`config.mk`:
```
export PLATFORM = sky130hd
export DESIGN_NAME = esc_parser_flat
export DESIGN_NICKNAME = d
export VERILOG_FILES = /design/src/rtl/esc_parser_pkg.sv /design/src/rtl/esc_parser_if.sv /design/src/rtl/esc_parser_param_acc.sv /design/src/rtl/esc_parser.sv /design/src/flat_wrapper.sv
export SDC_FILE = /design/constraint.sdc
export NUM_CORES = 1
export LEC_CHECK = 0
export CORE_MARGIN = 1.5
export CORE_UTILIZATION = 41
export DETAILED_ROUTE_END_ITERATION = 10
export HOLD_SLACK_MARGIN = 0.1
export SLEW_MARGIN = 20
export SYNTH_ARGS = -nofsm -noshare
export SYNTH_HDL_FRONTEND = slang
export SYNTH_SLANG_ARGS = --single-unit
```
`constraint.sdc`:
```
create_clock -name clk25 -period 7.54 [get_ports clk25]
set_input_delay 2.262 -clock clk25 [delete_from_list [all_inputs] [get_ports clk25]]
set_output_delay 2.262 -clock clk25 [all_outputs]
set_load 0.005 [all_outputs]
```
`src/rtl/esc_parser_pkg.sv`:
```
// esc_pkg: shared types and constants for the ANSI/VT100 escape-sequence parser.
// Optional SGR decoding is controlled by the ESC_SGR_EN macro (see esc_parser.sv).
package esc_pkg;

  typedef enum logic [1:0] {
    ST_GROUND = 2'd0,
    ST_ESC    = 2'd1,
    ST_CSI    = 2'd2
  } state_t;

  // Command opcodes presented on cmd with a cmdwr strobe
  localparam logic [2:0] CMD_CUP = 3'd0;
  localparam logic [2:0] CMD_CUU = 3'd1;
  localparam logic [2:0] CMD_CUD = 3'd2;
  localparam logic [2:0] CMD_CUF = 3'd3;
  localparam logic [2:0] CMD_CUB = 3'd4;
  localparam logic [2:0] CMD_ED  = 3'd5;
  localparam logic [2:0] CMD_EL  = 3'd6;
  localparam logic [2:0] CMD_SGR = 3'd7;

  // Protocol bytes
  localparam logic [7:0] CH_ESC  = 8'h1B;
  localparam logic [7:0] CH_CSI  = 8'h5B;
  localparam logic [7:0] CH_CAN  = 8'h18;
  localparam logic [7:0] CH_SUB  = 8'h1A;
  localparam logic [7:0] CH_SEMI = 8'h3B;

  // Byte class bounds inside a CSI sequence
  localparam logic [7:0] CH_C0_HI       = 8'h1F;
  localparam logic [7:0] CH_DIG_LO      = 8'h30;
  localparam logic [7:0] CH_DIG_HI      = 8'h39;
  localparam logic [7:0] CH_INTERM_LO   = 8'h20;
  localparam logic [7:0] CH_INTERM_HI   = 8'h3F;
  localparam logic [7:0] CH_FINAL_LO    = 8'h40;
  localparam logic [7:0] CH_FINAL_HI    = 8'h7E;

  function automatic logic is_digit(input logic [7:0] b);
    return (b >= CH_DIG_LO) && (b <= CH_DIG_HI);
  endfunction

  function automatic logic is_final(input logic [7:0] b);
    return (b >= CH_FINAL_LO) && (b <= CH_FINAL_HI);
  endfunction

endpackage

```
`src/rtl/esc_parser_if.sv`:
```
// Byte-in / character-and-command-out bus of the escape-sequence parser.
// master: the serial receiver side plus downstream consumers; slave: the parser.
interface esc_parser_if
  import esc_pkg::*;
#(
  parameter int PARAM_W = 7
);
  logic               inwr;
  logic [7:0]         indata;
  logic               outwr;
  logic [7:0]         outdata;
  logic               cmdwr;
  logic [2:0]         cmd;
  logic [PARAM_W-1:0] arg0;
  logic [PARAM_W-1:0] arg1;

  modport master (
    output inwr, indata,
    input  outwr, outdata, cmdwr, cmd, arg0, arg1
  );

  modport slave (
    input  inwr, indata,
    output outwr, outdata, cmdwr, cmd, arg0, arg1
  );
endinterface

```
`src/rtl/esc_parser_param_acc.sv`:
```
// esc_param_acc: one decimal CSI parameter accumulator, saturating at 2^PARAM_W-1.
module esc_param_acc #(
  parameter int PARAM_W = 7
) (
  input  logic               clk25,
  input  logic               rst,
  input  logic               clr_i,
  input  logic               dig_vld_i,
  input  logic [3:0]         dig_i,
  output logic [PARAM_W-1:0] val_o,
  output logic               present_o
);
  // Four extra bits hold max*10+9 without wrapping
  localparam int SUM_W = PARAM_W + 4;
  localparam logic [SUM_W-1:0] SAT = SUM_W'((1 << PARAM_W) - 1);

  logic [PARAM_W-1:0] val_q;
  logic               present_q;
  logic [SUM_W-1:0]   sum;

  assign sum = SUM_W'(val_q) * SUM_W'(10) + SUM_W'(dig_i);

  // Accumulate digits; clear at the start of every CSI sequence
  always_ff @(posedge clk25) begin
    if (rst || clr_i) begin
      val_q     <= '0;
      present_q <= 1'b0;
    end else if (dig_vld_i) begin
      val_q     <= (sum > SAT) ? PARAM_W'(SAT) : PARAM_W'(sum);
      present_q <= 1'b1;
    end
  end

  assign val_o     = val_q;
  assign present_o = present_q;
endmodule

```
`src/rtl/esc_parser.sv`:
```
// esc_parser: ANSI/VT100 escape-sequence parser. Plain bytes pass through on
// outwr/outdata; CSI sequences become single-cycle cmdwr strobes with args.
// Define ESC_SGR_EN to decode final 'm' as SGR; otherwise it is swallowed.
//
//   state     | meaning
//   ----------+----------------------------------------------------------
//   ST_GROUND | normal text, bytes passed through
//   ST_ESC    | ESC seen, waiting for '[' to open a CSI sequence
//   ST_CSI    | collecting parameters until a final byte
module esc_parser
  import esc_pkg::*;
#(
  parameter int MAXPARAM = 2,
  parameter int PARAM_W  = 7
) (
  input logic        clk25,
  input logic        rst,
  esc_parser_if.slave bus
);
  localparam int IDX_W  = (MAXPARAM > 1) ? $clog2(MAXPARAM) : 1;
  localparam int P1_IDX = (MAXPARAM > 1) ? 1 : 0;

  state_t             state_q;
  logic [IDX_W-1:0]   idx_q;
  logic               ovf_q;
  logic               priv_q;
  logic               outwr_q;
  logic               cmdwr_q;
  logic [7:0]         outdata_q;
  logic [2:0]         cmd_q;
  logic [PARAM_W-1:0] arg0_q;
  logic [PARAM_W-1:0] arg1_q;

  logic [PARAM_W-1:0] pval [MAXPARAM];
  logic               pres [MAXPARAM];
  logic               acc_clr;
  logic               dig_any;

  logic               dec_vld;
  logic [2:0]         dec_cmd;
  logic [PARAM_W-1:0] dec_arg0;
  logic [PARAM_W-1:0] dec_arg1;
  logic [PARAM_W-1:0] p0;
  logic [PARAM_W-1:0] p1;
  logic               p0_pres;
  logic               p1_pres;

  // Params are wiped when '[' opens a sequence, not on exit, so args stay stable
  assign acc_clr = bus.inwr && (state_q == ST_ESC) && (bus.indata == CH_CSI);
  // Digits after the last parameter slot overflowed are dropped
  assign dig_any = bus.inwr && (state_q == ST_CSI) && is_digit(bus.indata) && !ovf_q;

  for (genvar i = 0; i < MAXPARAM; i++) begin : g_acc
    esc_param_acc #(.PARAM_W(PARAM_W)) u_acc (
      .clk25     (clk25),
      .rst       (rst),
      .clr_i     (acc_clr),
      .dig_vld_i (dig_any && (idx_q == IDX_W'(i))),
      .dig_i     (bus.indata[3:0]),
      .val_o     (pval[i]),
      .present_o (pres[i])
    );
  end

  assign p0      = pval[0];
  assign p0_pres = pres[0];
  assign p1      = (MAXPARAM > 1) ? pval[P1_IDX] : '0;
  assign p1_pres = (MAXPARAM > 1) ? pres[P1_IDX] : 1'b0;

  // Absent or zero parameter defaults to 1 for cursor commands
  function automatic logic [PARAM_W-1:0] def1(input logic present,
                                             input logic [PARAM_W-1:0] v);
    return (present && (v != '0)) ? v : PARAM_W'(1);
  endfunction

  // Decode the current byte as a final byte against the collected params
  always_comb begin
    dec_vld  = 1'b0;
    dec_cmd  = CMD_CUP;
    dec_arg0 = '0;
    dec_arg1 = '0;
    case (bus.indata)
      8'h48, 8'h66: begin
        dec_vld  = 1'b1;
        dec_cmd  = CMD_CUP;
        dec_arg0 = def1(p0_pres, p0);
        dec_arg1 = def1(p1_pres, p1);
      end
      8'h41: begin dec_vld = 1'b1; dec_cmd = CMD_CUU; dec_arg0 = def1(p0_pres, p0); end
      8'h42: begin dec_vld = 1'b1; dec_cmd = CMD_CUD; dec_arg0 = def1(p0_pres, p0); end
      8'h43: begin dec_vld = 1'b1; dec_cmd = CMD_CUF; dec_arg0 = def1(p0_pres, p0); end
      8'h44: begin dec_vld = 1'b1; dec_cmd = CMD_CUB; dec_arg0 = def1(p0_pres, p0); end
      8'h4A: begin dec_vld = 1'b1; dec_cmd = CMD_ED;  dec_arg0 = p0_pres ? p0 : '0; end
      8'h4B: begin dec_vld = 1'b1; dec_cmd = CMD_EL;  dec_arg0 = p0_pres ? p0 : '0; end
`ifdef ESC_SGR_EN
      8'h6D: begin dec_vld = 1'b1; dec_cmd = CMD_SGR; dec_arg0 = p0_pres ? p0 : '0; end
`endif
      default: ;
    endcase
  end

  // Sequencing FSM with registered strobes and held data/args
  always_ff @(posedge clk25) begin
    if (rst) begin
      state_q   <= ST_GROUND;
      idx_q     <= '0;
      ovf_q     <= 1'b0;
      priv_q    <= 1'b0;
      outwr_q   <= 1'b0;
      cmdwr_q   <= 1'b0;
      outdata_q <= '0;
      cmd_q     <= '0;
      arg0_q    <= '0;
      arg1_q    <= '0;
    end else begin
      outwr_q <= 1'b0;
      cmdwr_q <= 1'b0;
      if (bus.inwr) begin
        case (state_q)
          ST_GROUND: begin
            if (bus.indata == CH_ESC) begin
              state_q <= ST_ESC;
            end else begin
              outwr_q   <= 1'b1;
              outdata_q <= bus.indata;
            end
          end
          ST_ESC: begin
            if (bus.indata == CH_CSI) begin
              state_q <= ST_CSI;
              idx_q   <= '0;
              ovf_q   <= 1'b0;
              priv_q  <= 1'b0;
            end else if (bus.indata != CH_ESC) begin
              state_q <= ST_GROUND;
            end
          end
          ST_CSI: begin
            if (is_digit(bus.indata)) begin
              // accumulated by the param slices
            end else if (bus.indata == CH_SEMI) begin
              if (idx_q == IDX_W'(MAXPARAM - 1)) ovf_q <= 1'b1;
              else                               idx_q <= idx_q + IDX_W'(1);
            end else if ((bus.indata >= CH_INTERM_LO) && (bus.indata <= CH_INTERM_HI)) begin
              priv_q <= 1'b1;
            end else if (is_final(bus.indata)) begin
              state_q <= ST_GROUND;
              if (dec_vld && !priv_q) begin
                cmdwr_q <= 1'b1;
                cmd_q   <= dec_cmd;
                arg0_q  <= dec_arg0;
                arg1_q  <= dec_arg1;
              end
            end else if ((bus.indata == CH_CAN) || (bus.indata == CH_SUB)) begin
              state_q <= ST_GROUND;
            end else if (bus.indata == CH_ESC) begin
              state_q <= ST_ESC;
            end else if (bus.indata <= CH_C0_HI) begin
              outwr_q   <= 1'b1;
              outdata_q <= bus.indata;
            end
          end
          default: state_q <= ST_GROUND;
        endcase
      end
    end
  end

  assign bus.outwr   = outwr_q;
  assign bus.outdata = outdata_q;
  assign bus.cmdwr   = cmdwr_q;
  assign bus.cmd     = cmd_q;
  assign bus.arg0    = arg0_q;
  assign bus.arg1    = arg1_q;
endmodule

```
`src/flat_wrapper.sv`:
```
// flat-port wrapper written by rule: the top's interface ports become plain ports
module esc_parser_flat import esc_pkg::*;
#(
  parameter int MAXPARAM = 2,
  parameter int PARAM_W  = 7
)
  (clk25, rst, bus_inwr, bus_indata, bus_outwr, bus_outdata, bus_cmdwr, bus_cmd, bus_arg0, bus_arg1);
  esc_parser_if #(.PARAM_W(PARAM_W)) bus_i ();
  input logic clk25;
  input logic rst;
  input wire logic [$bits(bus_i.inwr)-1:0] bus_inwr;
  input wire logic [$bits(bus_i.indata)-1:0] bus_indata;
  output wire logic [$bits(bus_i.outwr)-1:0] bus_outwr;
  output wire logic [$bits(bus_i.outdata)-1:0] bus_outdata;
  output wire logic [$bits(bus_i.cmdwr)-1:0] bus_cmdwr;
  output wire logic [$bits(bus_i.cmd)-1:0] bus_cmd;
  output wire logic [$bits(bus_i.arg0)-1:0] bus_arg0;
  output wire logic [$bits(bus_i.arg1)-1:0] bus_arg1;
  assign bus_i.inwr = bus_inwr;
  assign bus_i.indata = bus_indata;
  assign bus_outwr = bus_i.outwr;
  assign bus_outdata = bus_i.outdata;
  assign bus_cmdwr = bus_i.cmdwr;
  assign bus_cmd = bus_i.cmd;
  assign bus_arg0 = bus_i.arg0;
  assign bus_arg1 = bus_i.arg1;
  esc_parser #(.MAXPARAM(MAXPARAM), .PARAM_W(PARAM_W)) u_core (.clk25(clk25), .rst(rst), .bus(bus_i));
endmodule
```
==> results of run 1 <==
[per-layer routing]
metal | vias to the layer above | GRT usage [%] | wire [µm]
li1 | 1308 | - | -
met1 | 1225 | 25.37 | 3332
met3 | 8 | 3.318 | 279
met5 | - | 0 | 0
met2 | 64 | 29.60 | 2985
met4 | 0 | 5.425 | 80
[metrics by stage]
step | cell area, µm² | total power [W]
2_1_floorplan | 2892 | 0.0002921
3_3_place_gp | 3339 | 0.0003121
3_5_place_dp | 3339 | 0.0003123
4_1_cts | 3461 | 0.0005045
5_1_grt | 3476 | 0.0005209
6_report | 3476 | 0.0005020
[worst register-to-register path, stage by stage (launching register included)]
cell and delay, ns:
dfxtp_1 0.50, ha_1 0.29, ha_1 0.24, fa_1 0.44, xor2_1 0.27, and3b_1 0.20
nand2_1 0.05, a211oi_1 0.70, a31oi_1 0.17
[power by group]
part / switching (W) / internal [W]
sequential: 0.00000197 / 0.000257
clock: 0.0000863 / 0.000108
combinational: 0.0000267 / 0.0000216
[final timing paths]
| path | end |
|---|---|
| worst max-delay path | u_core.g_acc[0].u_acc.val_o[5]$_SDFFE_PP0P_ |
| worst min-delay path | u_core.bus.arg1[3]$_SDFFE_PP0P_ |
| worst max register to register | u_core.g_acc[0].u_acc.val_o[5]$_SDFFE_PP0P_ |
| worst min register to register | u_core.bus.arg1[3]$_SDFFE_PP0P_ |
[cell usage after synthesis, drive strengths merged, types with 7 or more instances]
| library cell | count | area (µm²) |
|---|---|---|
| a21oi | 28 | 140.1 |
| nor2b | 7 | 43.79 |
| xnor2 | 7 | 61.31 |
| nor2 | 21 | 78.83 |
| a31oi | 11 | 68.82 |
| mux2i | 9 | 90.09 |
| dfxtp | 48 | 960.9 |
| ha | 26 | 325.3 |
| nand4 | 12 | 75.07 |
| nor3 | 9 | 45.04 |
| nand2 | 26 | 97.59 |
| o21ai | 20 | 100.1 |
| clkbuf | 11 | 41.29 |
[sequential cells by signal, summed over array words and instances (netlist names)]
signal	flops
u_core.priv_q	1
u_core.bus.cmd	3
u_core.g_acc.u_acc.present_o	2
u_core.bus.outdata	8
u_core.ovf_q	1
u_core.idx_q	1
u_core.bus.cmdwr	1
u_core.bus.arg1	7
u_core.bus.arg0	7
u_core.bus.outwr	1
u_core.g_acc.u_acc.val_o	14
u_core.state_q	2
[cells by family after synthesis]
kind of cell               Yosys count
and+or+nand+nor                    116
AOI/OAI and AO/OA                   95
DFF                                 48
adders and majority gates           30
buffers and inverters               22
xor gates and xnor gates            12
muxes                                9
[layout make-up]
class,count,area (µm²)
Clock buffer,6,82.58
Inverter,6,22.52
Tap cell,96,120.1
Multi-Input combinational cell,262,1851
Clock inverter,2,38.79
Fill cell,643,3318
Sequential cell,48,960.9
Timing Repair Buffer,41,400.4
==> impl_metrics.yaml, run 1 <==
drt:
  drc: 0
  dr_total_vias: 2605
  drt_iter0_drc: 90
  vias_per_cell: 5.651
  wl_per_cell_um: 14.49
  dr.pass1.iters: 4
  wl_mm: 6.678
  ant_nets: 0
timing:
  clock_skew_ns: 0.009514
  rsz0062_at_grt: "false"
  post-route-min-period_ns: 5.025
  hold_violations: 0
  setup_ws_ns: 2.515
  fin_hold_ws_ns: 0.4544
  finalSetupViolCount: 0
  fmax_ghz: 0.1990
  setup-tns-final_ns: 0
  fin_crit_sh_pct: 66.65
  slew_violations: 0
  relSlewSlack_pct: 34.21
  tightest_slew_ns: 0.9802
setup_path:
  cpLargestDelayFamily: "compound AO/OA/AOI/OAI gates"
  cp.required_ns: 7.69
  critical_path_arrival_ns: 5.18
  criticalPathCategory: "input port to flop"
  worstReg2RegStart: "u_core.g_acc[0].u_acc.val_o[1]$_SDFFE_PP0P_"
  cp.depth: 8
  critPathBufInv: 1
  cp-end-kind: "flop"
  cp_common_cell: "a211oi_1"
  reg2regPathDepth: 8
  crit_path_cell_trace: "clkdlybuf4s50_1 > ha_1 > fa_1 > and2_1 > o21ai_0 > a211oi_1 > a211oi_1 > a31oi_1"
  startpoint_type: "input port"
  cp_slowest_cell: "clkdlybuf4s50_1"
  crit_start: "bus_indata[1]"
  ff2ff_setup_slack_ns: 4.52
  slowest_delay_ns: 0.71
  path_max_fanout: 15
synthesis:
  netlist_area_mm2: 0.002892
  synthSimpleGateAreaFrac_pct: 21.55
  synth_xor_area_share_pct: 3.635
  synth_flop_cell: "dfxtp_1"
  synth_cell_type_count: 50
  synthMuxAreaShare_pct: 3.116
  syn_area_per_cell_um2: 8.709
  syn-num-nets: 373
  synth_edf_count: 0
  synthAdderAreaFrac_pct: 14.02
  synth_cells: 332
  async_flop_share_pct: 0
  yosysSeqAreaShare_pct: 33.23
  synth_top_family_by_area: "simple AND/OR/NAND/NOR gates"
  ys.warnings.count: 0
  synth-seq-cells: 48
  synth-compound-area-share_pct: 20.94
clocking:
  cts_root_buf: "clkbuf_8"
  cts_hold_buf: 0
  clk_path_buf_depth: 2
  clock_latency_ns: 0.30
  path_clk_slew_ns: 0.09
  clkSinkCount: 48
  cts_buffers: 5
  cts_setup_buffers: 0
  ctsHtreeMaxLevel: 2
  cts_resized: 0
  tritoncts: "done"
power:
  powerDensity_mw_per_mm2: 144.4
  ir_drop_mv: 0.1173
  p_leak_nw: 1.412
placement:
  place.gp.congestion: 0.7843
  io_buffers: 37
  dp.cells: 453
  dp_slack_ns: 2.153
  dp_hpwl_mm: 4.800
floorplan:
  chipHeight_um: 86.98
  io_pins: 38
  core-area_mm2: 0.006794
  dieArea_mm2: 0.007566
  die_x_um: 86.98
  placementRows: 30
  initial_core_util_pct: 42.56
global_routing:
  grt_usage_pct: 18.48
  grt_overflow: 0
  grt_pass1_vias: 2417
  grt_pass1_wl_mm: 11.34
  antenna_found_initial: 0
  grt_max_degree: 31
run_status:
  status: "complete, no violations"
cells_and_area:
  final_core_util_pct: 51.16
  layout_commonest_cell: "dfxtp_1"
  syn_to_final_growth_pct: 20.21
  layout_common_cells: "dfxtp_1, clkdlybuf4s50_1, a21oi_1, nand2_1, ha_1"
  drive_gt1_share_pct: 4.658
  num-nets-final: 405
  n_antenna_cell: 0
  finalNonFillerCells: 461
min_path:
  min_path_cells: 2
  hold_class: "flop to flop"
  min-delay-start: "u_core.bus.arg1[3]$_SDFFE_PP0P_"
run:
  timing.max_cap.violations: 0
No activity file was read; power rests on OpenSTA's default activity.
==> run 2, diff against run 1 <==
==> constraint.sdc (replaced) <==
create_clock -name clk25 -period 4.9 [get_ports clk25]
set_input_delay 1.47 -clock clk25 [delete_from_list [all_inputs] [get_ports clk25]]
set_output_delay 1.47 -clock clk25 [all_outputs]
set_load 0.005 [all_outputs]
==> run 2 against run 1 <==
  * Die area is the same
  * Hold slack lost 0.0015 ns
  * Sequential power grew 54%
  * Non-clock buffer count grew 6
  * Largest cell class unchanged
  * Clock-buffer cell count is the same
  * Via count grew 0.69%
  * Global-route usage grew 1.1 points
  * Combinational power grew 54%
  * Clock power grew 27%
  * Wire length grew 2.6%
  * Flip-flop and latch count is the same
==> impl_metrics.yaml, run 2 (same netlist as run 1, synthesis figures left out) <==
setup_path:
  cp_slowest_cell: "clkdlybuf4s50_1"
  critical_path_arrival_ns: 4.05
  critPathBufInv: 1
  slowest_delay_ns: 0.77
  reg2reg_to: "u_core.g_acc[1].u_acc.val_o[3]$_SDFFE_PP0P_"
  criticalPathCategory: "input port to flop"
  crit_start: "bus_indata[3]"
  startpoint_type: "input port"
  worstReg2RegStart: "u_core.g_acc[1].u_acc.val_o[1]$_SDFFE_PP0P_"
  crit_path_cell_trace: "clkdlybuf4s50_1 > and2b_1 > or3b_2 > a211oi_1 > o211ai_1 > a21oi_1"
  path_max_fanout: 14
  ff2ff_setup_slack_ns: 2.21
  cp-end-kind: "flop"
  reg2regPathDepth: 8
  cpLargestDelayFamily: "compound AO/OA/AOI/OAI gates"
  cp.required_ns: 5.13
min_path:
  min_path_cells: 2
  hold_class: "flop to flop"
  hold_path_end: "u_core.bus.arg0[6]$_SDFFE_PP0P_"
  min-delay-start: "u_core.bus.arg0[6]$_SDFFE_PP0P_"
global_routing:
  antenna_found_initial: 0
  grt_overflow: 0
  grt_max_degree: 21
  grt_pass1_wl_mm: 11.81
  grt_pass1_vias: 2463
  grt_usage_pct: 19.56
cells_and_area:
  layout_commonest_cell: "dfxtp_1"
  drive_gt1_share_pct: 5.930
  syn_to_final_growth_pct: 20.42
  finalNonFillerCells: 467
  num-nets-final: 411
  layout_common_cells: "dfxtp_1, clkdlybuf4s50_1, a21oi_1, nand2_1, ha_1"
  n_antenna_cell: 0
  fin_area_mm2: 0.003482
  largest_reg_flops: 14
power:
  powerDensity_mw_per_mm2: 207.1
  ir_drop_mv: 0.1074
  p_leak_nw: 1.422
clocking:
  path_clk_slew_ns: 0.09
  ctsHtreeMaxLevel: 2
  cts_buffers: 5
  clk_path_buf_depth: 2
  tritoncts: "done"
  cts_root_buf: "clkbuf_8"
  clock_latency_ns: 0.30
  cts_resized: 0
  clkSinkCount: 48
  cts_hold_buf: 0
  cts_setup_buffers: 0
timing:
  finalSetupViolCount: 0
  hold_violations: 0
  clock_skew_ns: 0.007213
  slew_violations: 0
  fmax_ghz: 0.2616
  rsz0062_at_grt: "false"
  setup-tns-final_ns: 0
  fin_crit_sh_pct: 78.00
  relSlewSlack_pct: 45.36
  tightest_slew_ns: 0.8147
  post-route-min-period_ns: 3.822
placement:
  io_buffers: 37
  place_area_mm2: 0.003385
  dp.cells: 459
  dp_hpwl_mm: 5.025
  place.gp.congestion: 0.8236
floorplan:
  die_x_um: 86.98
  core-area_mm2: 0.006794
  dieArea_mm2: 0.007566
  initial_core_util_pct: 42.56
  chipHeight_um: 86.98
  io_pins: 38
  placementRows: 30
drt:
  ant_nets: 0
  vias_per_cell: 5.617
  wl_per_cell_um: 14.68
  dr_total_vias: 2623
  drc: 0
  dr.pass1.iters: 4
  wl_mm: 6.854
  drt_iter0_drc: 92
run_status:
  status: "complete, no violations"
run:
  timing.max_cap.violations: 0
## run 2: cell types whose count changed in the layout (fill, tap and decap cells not counted)
cell        previous run  this run
clkinv_4               1         0
buf_4                  4        10
clkinvlp_4             0         2
bufinv_16              1         0
nor4_4                 1         0
nor4_1                 2         3
## run 2: how the worst max path moves through the flow
stage                                                             end  cells past startpoint
after floorplan           u_core.g_acc[0].u_acc.val_o[3]$_SDFFE_PP0P_                      7
after global placement                u_core.bus.arg1[0]$_SDFFE_PP0P_                      6
after detailed placement              u_core.bus.arg1[5]$_SDFFE_PP0P_                      6
after CTS                             u_core.bus.arg1[5]$_SDFFE_PP0P_                      6
after global routing                  u_core.bus.arg1[5]$_SDFFE_PP0P_                      6
final                                 u_core.bus.arg1[0]$_SDFFE_PP0P_                      6
## run 2: area by class of cell
class / instances / area (µm²)
inverter: 6 / 22.52
clock inverter: 2 / 15.01
clock buffer: 6 / 82.58
fill: 672 / 3312
tap: 96 / 120.1
multi-input combinational: 262 / 1836
timing repair buffer: 47 / 445.4
sequential: 48 / 960.9
## run 2: worst register-to-register path: cells and delay by family (launching register included)
kind                     cells  cell delay [ns]
AND/OR/NAND/NOR              3             0.40
flip-flops                   1             0.49
multiplexers                 1             0.45
adder cells (fa/ha/maj)      3             1.05
AO/OA/AOI/OAI                1             0.15
## run 2: through the flow
step                      total power, W  setup WS [ns]  hold WS [ns]  utilization [%]
final                          0.0007212          1.078        0.4529            51.25
after global routing           0.0007529         0.8592        0.4758            51.25
after CTS                      0.0007302          1.075        0.4584            51.25
after detailed placement       0.0004819         0.7668        0.4485            49.82
after global placement         0.0004815         0.8119        0.4404            49.82
after floorplan                0.0004494          1.522        0.4315                -
## run 2: report_power, final
| group | leakage (nW) | switching (W) | internal, W |
|---|---|---|---|
| logic | 0.990 | 0.0000403 | 0.0000344 |
| registers | 0.388 | 0.00000291 | 0.000395 |
| clock network | 0.0434 | 0.000134 | 0.000114 |
| total | 1.42 | 0.000177 | 0.000544 |
## run 2: layer usage
| metal | vias up | global-route usage, % | wire length (µm) |
|---|---|---|---|
| met5 | - | 0 | 0 |
| met4 | 0 | 5.718 | 52 |
| met3 | 4 | 2.844 | 195 |
| met2 | 44 | 32.28 | 3179 |
| met1 | 1259 | 26.46 | 3427 |
| li1 | 1316 | - | - |
==> run 3, diff against run 2 <==
==> constraint.sdc (replaced) <==
create_clock -name clk25 -period 3.1 [get_ports clk25]
set_input_delay 0.93 -clock clk25 [delete_from_list [all_inputs] [get_ports clk25]]
set_output_delay 0.93 -clock clk25 [all_outputs]
set_load 0.005 [all_outputs]
==> run 3 against run 2 <==
  * Worst setup slack worse by 0.87 ns
  * Critical path type unchanged
  * Total power increased by 68%
  * Die area did not move
  * Non-clock buffer count grew 23
==> impl_metrics.yaml, run 3 (same netlist as run 1, synthesis figures left out) <==
run_status:
  status: "complete, no violations"
placement:
  dp.cells: 482
  dp_hpwl_mm: 5.288
  place.gp.congestion: 0.7785
  io_buffers: 37
  dp_slack_ns: -0.09033
  place_area_mm2: 0.003570
power:
  p_leak_nw: 1.548
  clock_power_share_pct: 37.0
  switching_share_pct: 23.27
  power_frac_seq_pct: 51.9
  internal_power_w: 0.0009312
  pwr-share-comb_pct: 11.2
  powerDensity_mw_per_mm2: 329.7
  ir_drop_mv: 0.2015
  p_sw_w: 0.0002825
cells_and_area:
  drive_gt1_share_pct: 11.42
  largest_reg_flops: 14
  multiInputGateArea_mm2: 0.001836
  n_antenna_cell: 0
  syn_to_final_growth_pct: 27.30
  layout_common_cells: "dfxtp_1, clkdlybuf4s50_1, buf_4, a21oi_1"
  final_core_util_pct: 54.18
  num-nets-final: 434
  regArea_um2: 960.9
  layout_commonest_cell: "dfxtp_1"
  finalNonFillerCells: 490
  fin_area_mm2: 0.003681
  fillers: 631
timing:
  finalSetupViolCount: 0
  clock_skew_ns: 0.01404
  rsz0062_at_grt: "false"
  tightest_slew_ns: 0.5193
  fin_crit_sh_pct: 93.13
  slew_violations: 0
  relSlewSlack_pct: 65.27
  post-route-min-period_ns: 2.887
  fmax_ghz: 0.3464
  hold_violations: 0
  setup_ws_ns: 0.2129
  fin_hold_ws_ns: 0.4575
setup_path:
  critical_path_arrival_ns: 3.06
  cp.required_ns: 3.27
  startpoint_type: "input port"
  criticalPathCategory: "input port to flop"
  ff2ff_setup_slack_ns: 0.59
  cp-end-kind: "flop"
  path_max_fanout: 13
drt:
  ant_nets: 0
  drt_iter0_drc: 131
  wl_mm: 6.979
  wl_per_cell_um: 14.24
  drc: 0
  dr.pass1.iters: 4
  dr_total_vias: 2699
  vias_per_cell: 5.508
floorplan:
  io_pins: 38
  core-area_mm2: 0.006794
  dieArea_mm2: 0.007566
  initial_core_util_pct: 42.56
  die_x_um: 86.98
  chipHeight_um: 86.98
  placementRows: 30
min_path:
  hold_class: "flop to flop"
clocking:
  cts_setup_buffers: 0
  ctsHtreeMaxLevel: 2
  clkSinkCount: 48
  cts_hold_buf: 0
  clock_latency_ns: 0.30
  clk_path_buf_depth: 2
  cts_buffers: 5
  cts_root_buf: "clkbuf_8"
  tritoncts: "done"
  path_clk_slew_ns: 0.09
  cts_resized: 0
global_routing:
  grt_pass1_wl_mm: 11.76
  grt_usage_pct: 19.42
  antenna_found_initial: 0
  grt_max_degree: 20
  grt_pass1_vias: 2491
  grt_overflow: 0
run:
  timing.max_cap.violations: 0
-- run 3: area by class of cell --
class                      instances  share of cell area, %
clock inverter                     3                  1.156
inverter                           6                 0.6118
timing repair buffer              70                  17.13
multi-input combinational        262                  49.86
sequential                        48                  26.10
tap                               96                  3.263
clock buffer                       5                  1.869
-- run 3: path summary, 6_finish.rpt --
path                                            endpoint  cells past startpoint                                         from
max          u_core.g_acc[1].u_acc.val_o[6]$_SDFFE_PP0P_                      7                                bus_indata[3]
min                      u_core.bus.arg0[6]$_SDFFE_PP0P_                      2              u_core.bus.arg0[6]$_SDFFE_PP0P_
max reg2reg  u_core.g_acc[0].u_acc.val_o[4]$_SDFFE_PP0P_                      9  u_core.g_acc[0].u_acc.val_o[3]$_SDFFE_PP0P_
min reg2reg              u_core.bus.arg0[6]$_SDFFE_PP0P_                      2              u_core.bus.arg0[6]$_SDFFE_PP0P_
-- run 3: per-stage QoR --
stage	power, W	TNS [ns]
finish	0.001214	0
global route	0.001263	0
CTS	0.001220	0
global placement	0.0007791	-0.7507
floorplan	0.0007104	0
detailed placement	0.0007799	-0.6554
-- run 3: power by group through the flow --
stage / clock (W) / sequential, W / combinational (W)
finish: 0.000449 / 0.000629 / 0.000136
global placement: 0 / 0.000644 / 0.000135
CTS: 0.000454 / 0.000629 / 0.000136
global route: 0.000483 / 0.000631 / 0.000150
floorplan: 0 / 0.000644 / 0.0000663
detailed placement: 0 / 0.000644 / 0.000136
-- run 3: per-layer routing --
layer  global-route usage, %  up-vias  routed length [µm]
met5                       0        -                   0
met2                   30.80       67                3157
met3                   2.844       10                 239
li1                        -     1365                   -
met1                   26.81     1257                3443
met4                   6.891        0                 139
-- run 3: worst max-delay path: stages --
cell             delay [ns]
clkdlybuf4s50_1        0.45
buf_4                  0.21
and2b_1                0.21
o31a_1                 0.26
or4_1                  0.59
nor2_1                 0.27
a31oi_1                0.13
